**config.mk**
```make
export PLATFORM = sky130hd
export DESIGN_NAME = buffer_arbiter
export DESIGN_NICKNAME = d
export VERILOG_FILES = /design/src/rtl/usb_pkg.sv /design/src/rtl/buffer_arbiter.sv
export SDC_FILE = /design/constraint.sdc
export NUM_CORES = 1
export LEC_CHECK = 0
export CAP_MARGIN = 10
export CELL_PAD_IN_SITES_DETAIL_PLACEMENT = 1
export CELL_PAD_IN_SITES_GLOBAL_PLACEMENT = 1
export CORE_ASPECT_RATIO = 1.2
export CORE_UTILIZATION = 27
export CTS_CLUSTER_SIZE = 28
export DETAILED_ROUTE_END_ITERATION = 10
export PLACE_DENSITY = 0.79
export SYNTH_ARGS = -nofsm -noshare
export SYNTH_HDL_FRONTEND = slang
export SYNTH_SLANG_ARGS = --single-unit
```
**constraint.sdc**
```tcl
create_clock -name clk -period 3.1 [get_ports clk]
set_input_delay 0.62 -clock clk [delete_from_list [all_inputs] [get_ports clk]]
set_output_delay 0.62 -clock clk [all_outputs]
set_load 0.01 [all_outputs]
```
**src/rtl/usb_pkg.sv**
```systemverilog
// usb_pkg: shared arbiter state encoding and default buffer depth
package usb_pkg;
   typedef enum logic [2:0] {
      IDLE       = 3'd0,
      HOST_FILL  = 3'd1,
      TX_DRAIN   = 3'd2,
      RX_FILL    = 3'd3,
      HOST_DRAIN = 3'd4
   } state_e;
   localparam int BUF_DEPTH_DEF = 64;
endpackage

```
**src/rtl/buffer_arbiter.sv**
```systemverilog
// buffer_arbiter: arbitrates the shared packet buffer between AHB host, USB receiver and USB transmitter
//   in : clk, n_rst, buffer_occupancy, host_store/get/clear_req, rx_active, rx_store_req, tx_active, tx_get_req
//   out: store_tx_data, get_rx_data, store_rx_packet_data, get_tx_packet_data, clear, host_wait, owner, access_err
module buffer_arbiter
   import usb_pkg::*;
#(
   parameter int BUF_DEPTH = BUF_DEPTH_DEF
) (
   input  logic       clk,
   input  logic       n_rst,
   input  logic [6:0] buffer_occupancy,
   input  logic       host_store_req,
   input  logic       host_get_req,
   input  logic       host_clear_req,
   input  logic       rx_active,
   input  logic       rx_store_req,
   input  logic       tx_active,
   input  logic       tx_get_req,
   output logic       store_tx_data,
   output logic       get_rx_data,
   output logic       store_rx_packet_data,
   output logic       get_tx_packet_data,
   output logic       clear,
   output logic       host_wait,
   output logic [2:0] owner,
   output logic       access_err
);
   localparam logic [6:0] FULL_LVL = 7'(BUF_DEPTH);
   state_e state_q, state_d;
   logic   rx_q, tx_q, clear_pending_q, clear_pending_d, access_err_q, access_err_d;
   logic   rx_rise, rx_fall, tx_rise, tx_fall, not_full, not_empty, busy, err;
   assign rx_rise   = rx_active & ~rx_q;
   assign rx_fall   = ~rx_active & rx_q;
   assign tx_rise   = tx_active & ~tx_q;
   assign tx_fall   = ~tx_active & tx_q;
   assign not_full  = buffer_occupancy < FULL_LVL;
   assign not_empty = |buffer_occupancy;
   assign busy      = state_q == RX_FILL || state_q == TX_DRAIN;
   assign owner     = state_q;
   assign access_err = access_err_q;
   always_comb begin
      // a clear deferred by a busy packet fires on the first non-busy cycle
      clear = ~busy & (host_clear_req | clear_pending_q);
      store_tx_data = ~clear & host_store_req & (state_q == IDLE || state_q == HOST_FILL) & not_full & ~rx_rise;
      get_rx_data = ~clear & host_get_req & state_q == HOST_DRAIN & not_empty;
      store_rx_packet_data = ~clear & rx_store_req & state_q == RX_FILL & not_full;
      get_tx_packet_data = ~clear & tx_get_req & state_q == TX_DRAIN & not_empty;
      host_wait = (host_store_req | host_get_req | host_clear_req) & busy;
      clear_pending_d = busy & (clear_pending_q | host_clear_req);
      err = (host_store_req & (~not_full | state_q == HOST_DRAIN))
          | (host_get_req & (state_q != HOST_DRAIN | ~not_empty))
          | (rx_store_req & ~not_full)
          | (tx_get_req & ~not_empty)
          | (rx_rise & state_q != IDLE);
      access_err_d = clear ? 1'b0 : access_err_q | err;
      state_d = state_q;
      case (state_q)
         IDLE:       state_d = rx_rise ? RX_FILL : host_store_req ? HOST_FILL : IDLE;
         HOST_FILL:  state_d = tx_rise ? TX_DRAIN : HOST_FILL;
         RX_FILL:    state_d = rx_fall ? (not_empty ? HOST_DRAIN : IDLE) : RX_FILL;
         TX_DRAIN:   state_d = tx_fall ? IDLE : TX_DRAIN;
         HOST_DRAIN: state_d = (get_rx_data && buffer_occupancy == 7'd1) ? IDLE : HOST_DRAIN;
         default:    state_d = IDLE;
      endcase
      if (clear) state_d = IDLE;
   end
   always_ff @(posedge clk or negedge n_rst) begin
      if (!n_rst) begin
         state_q         <= IDLE;
         rx_q            <= 1'b0;
         tx_q            <= 1'b0;
         clear_pending_q <= 1'b0;
         access_err_q    <= 1'b0;
      end else begin
         state_q         <= state_d;
         rx_q            <= rx_active;
         tx_q            <= tx_active;
         clear_pending_q <= clear_pending_d;
         access_err_q    <= access_err_d;
      end
   end
endmodule

```
==> impl_metrics.yaml <==
setup_path:
  critPathTopFamily: "buffers and inverters"
  cells_along_the_critical_path: "clkdlybuf4s50_1 -> o21ai_2 -> inv_1 -> nor3_1 -> clkdlybuf4s50_1"
  cp-endpoint: "store_tx_data"
  r2r-start: "owner[0]"
  r2r_end: "owner[2]"
  critPathCaptureType: "primary output"
  worstSetupStartpointType: "input port"
  cp_num_cells: 5
  critical_path.max_fanout: 4
  critical-path-max-stage-delay_ns: 0.56
  worstSetupStartpoint: "host_clear_req"
  worstPathBufferInverterCount: 3
  cp_data_required_time_ns: 2.48
  timing.critical_path.mode_cell: "clkdlybuf4s50_1"
  ff2ff_setup_slack_ns: 1.60
  worst-setup-path-type: "input port to primary output"
  worst-r2r-cell-count: 4
  worst_path_max_delay_cell: "clkdlybuf4s50_1"
  critPathArrivalTime_ns: 2.16
final_layout:
  fraction_of_layout_instances_using_a_drive_strength_above_1_pct: 9.76
  instances_no_fill: 99
  final_net_count: 99
  postLayoutCellArea_sq_um: 766
  number_of_antenna_cells_inserted: 0
  areaGrowthSynthToFinish_pct: 66.8
logic_synthesis:
  synth_top_cell_by_area: "dfrtp_1"
  post_synth_main_area_contributors: "dfrtp_1, nor2_1, nand3b_1"
  yosysSeqAreaShare_pct: 38.1
  yosysUniqueCellTypes: 24
  synth_async_sr_flop_share_pct: 100
  synth_edf_count: 0
  synthTopCellsByCount: "dfrtp_1, nor2_1, nand2_1, nor3_1"
  synthesis.yosys.warnings: 0
  ys_seq_elements: 7
  synth_top_flop_cell: "dfrtp_1"
  synthDominantCellAreaShare_pct: 38.1
  postSynthNetCount: 69
  synth.avg_cell_area_sq_um: 8.66
  syn_inst: 53
  netlist_area_sq_um: 459
sta:
  timing.final.max_slew_violations: 0
  remaining_max_slew_budget_at_the_tightest_pin_pct: 71.9
  report.final.hold_viol_count: 0
  fin_hold_ws_ns: 0.538
  layout_worst_path_cycle_share_pct: 89.7
  postLayoutSetupSlackWorst_ns: 0.318
  totalNegativeSetupSlack_ns: 0
  grt_setup_unrepaired: "false"
  final.min_clock_period_ns: 2.78
  tightestPinTransition_ns: 0.421
  clock-skew-final_ns: 0.00108
  maximum_clock_rate_ghz: 0.359
  timing.final.setup_violations: 0
clock_network:
  ctsHoldBuffers: 0
  clock_tree.buffer_depth: 2
  worstSkewPairLatency_ns: 0.26
  clock_tree.root_cell: "clkbuf_4"
  clock_tree_from_tritoncts: "yes"
  cts_made_buffers: 3
  clk_pin_slew_worst_paths_ns: 0.05
  htree_levels: 1
  cts.sink_count: 7
  postCtsSetupBuffers: 0
grt:
  antenna_violations_before_repair: 0
  grt_first_pass_wirelength_mm: 2.48
  gr-total-overflow: 0
  grt_pass1_vias: 543
  global_route_usage_sum_pct: 20.2
  largest_net_degree_at_the_start_of_global_routing: 14
placement:
  detailed_place.area_sq_um: 734
  detailedPlace.worstSlack_ns: 0.0225
  numPlacedInstances: 95
  place.gp.congestion: 0.786
  place.detailed.hpwl_mm: 1.25
  port_buffers: 25
floorplan:
  boundaryPins: 26
  initial_util_pct: 30.2
  die_width_um: 39.6
  chipHeight_um: 47.2
  fp.coreArea_sq_um: 1520
  area_of_the_die_sq_um: 1870
  rows: 15
worst_hold_path:
  holdCritPathClass: "flop to flop"
  hold_depth: 2
drt:
  routed_wl_mm: 1.55
  post_drt_wl_per_cell_um: 15.7
  post-route-drc-count: 0
  detail-route-antenna-nets: 0
  post_drt_via_cell_ratio: 5.45
  dr_total_vias: 540
  first_pass_detailed_route_iteration_total: 4
  drtIter0Drc: 6
power:
  ir_worst_vdd_mv: 0.268
  power_per_cell_area_nw_per_um2: 578
  total_leakage_power_nw: 0.327
run_status:
  outcome: "finished clean"
run:
  maxCapViolCount: 0
[power breakdown]
group | switching (mW) | total [mW] | internal [mW]
registers | 0.0378 | 0.151 | 0.113
clock network | 0.0378 | 0.0872 | 0.0494
logic | 0.0961 | 0.205 | 0.109
total | 0.172 | 0.443 | 0.271
[state kept, by name, indices dropped and copies added (netlist names)]
register,cells
rx_q,1
access_err,1
clear_pending_q,1
tx_q,1
owner,3
[cell families (layout without fill, tap and decap cells)]
| logic type | after synthesis | in the layout | synth area share [%] |
|---|---|---|---|
| AOI/OAI and AO/OA | 13 | 13 | 18.8 |
| buffers and inverters | 2 | 31 | 1.63 |
| and+or+nand+nor | 31 | 31 | 41.4 |
| DFF | 7 | 7 | 38.1 |
[cell type report]
class,instances,area [sq um]
inverter,1,3.75
tap,17,21.3
multi-input combinational,44,277
fill,180,754
clock buffer,4,26.3
sequential,7,175
timing repair buffer,26,263
[layer usage]
metal  track usage (%)  wire [um]
met4              13.8         31
met3              3.79         63
met1              24.3        691
met2              32.1        764
met5                 0          0
[per-stage QoR]
step                power, mW  utilization [%]
floorplan               0.244                -
global placement        0.355             48.3
detailed placement      0.359             48.3
CTS                     0.447             50.0
global route            0.479             50.4
finish                  0.443             50.4
[placed cells by master (no fill, tap or decap)]
cell type / n
or4_4: 1
nor2_1: 7
nand2_1: 4
a31oi_1: 1
o21ai_0: 3
o311ai_0: 1
nor4_4: 1
dlymetal6s2s_1: 2
o21ai_2: 1
clkbuf_4: 3
nor4b_1: 1
clkbuf_1: 1
inv_1: 1
buf_4: 1
o21ai_1: 1
and3_1: 1
clkdlybuf4s50_1: 23
a41o_1: 1
nor2b_1: 3
dfrtp_1: 7
or3_1: 1
and4b_2: 1
nand2b_1: 2
a221oi_1: 2
a21oi_1: 3
nand3b_1: 3
nand3_1: 2
nor3_1: 4
[what timing repair did]
action,in CTS,in global routing
setup endpoints to repair,0,2
endpoints found under the hold margin,0,0
resized for setup,0,2
[worst min path at each step]
stage,startpoint,slack [ns],endpoint
floorplan,n_rst,0.32,access_err
global placement,clear_pending_q,0.51,clear_pending_q
detailed placement,clear_pending_q,0.52,clear_pending_q
CTS,clear_pending_q,0.55,clear_pending_q
global route,clear_pending_q,0.57,clear_pending_q
finish,clear_pending_q,0.54,clear_pending_q
[worst min-delay path: cells and delay by family (launching register included)]
kind / cells / cell delay, ns
AND/OR/NAND/NOR: 2 / 0.14
flip-flops: 1 / 0.36
No activity file was read; power rests on OpenSTA's default activity.
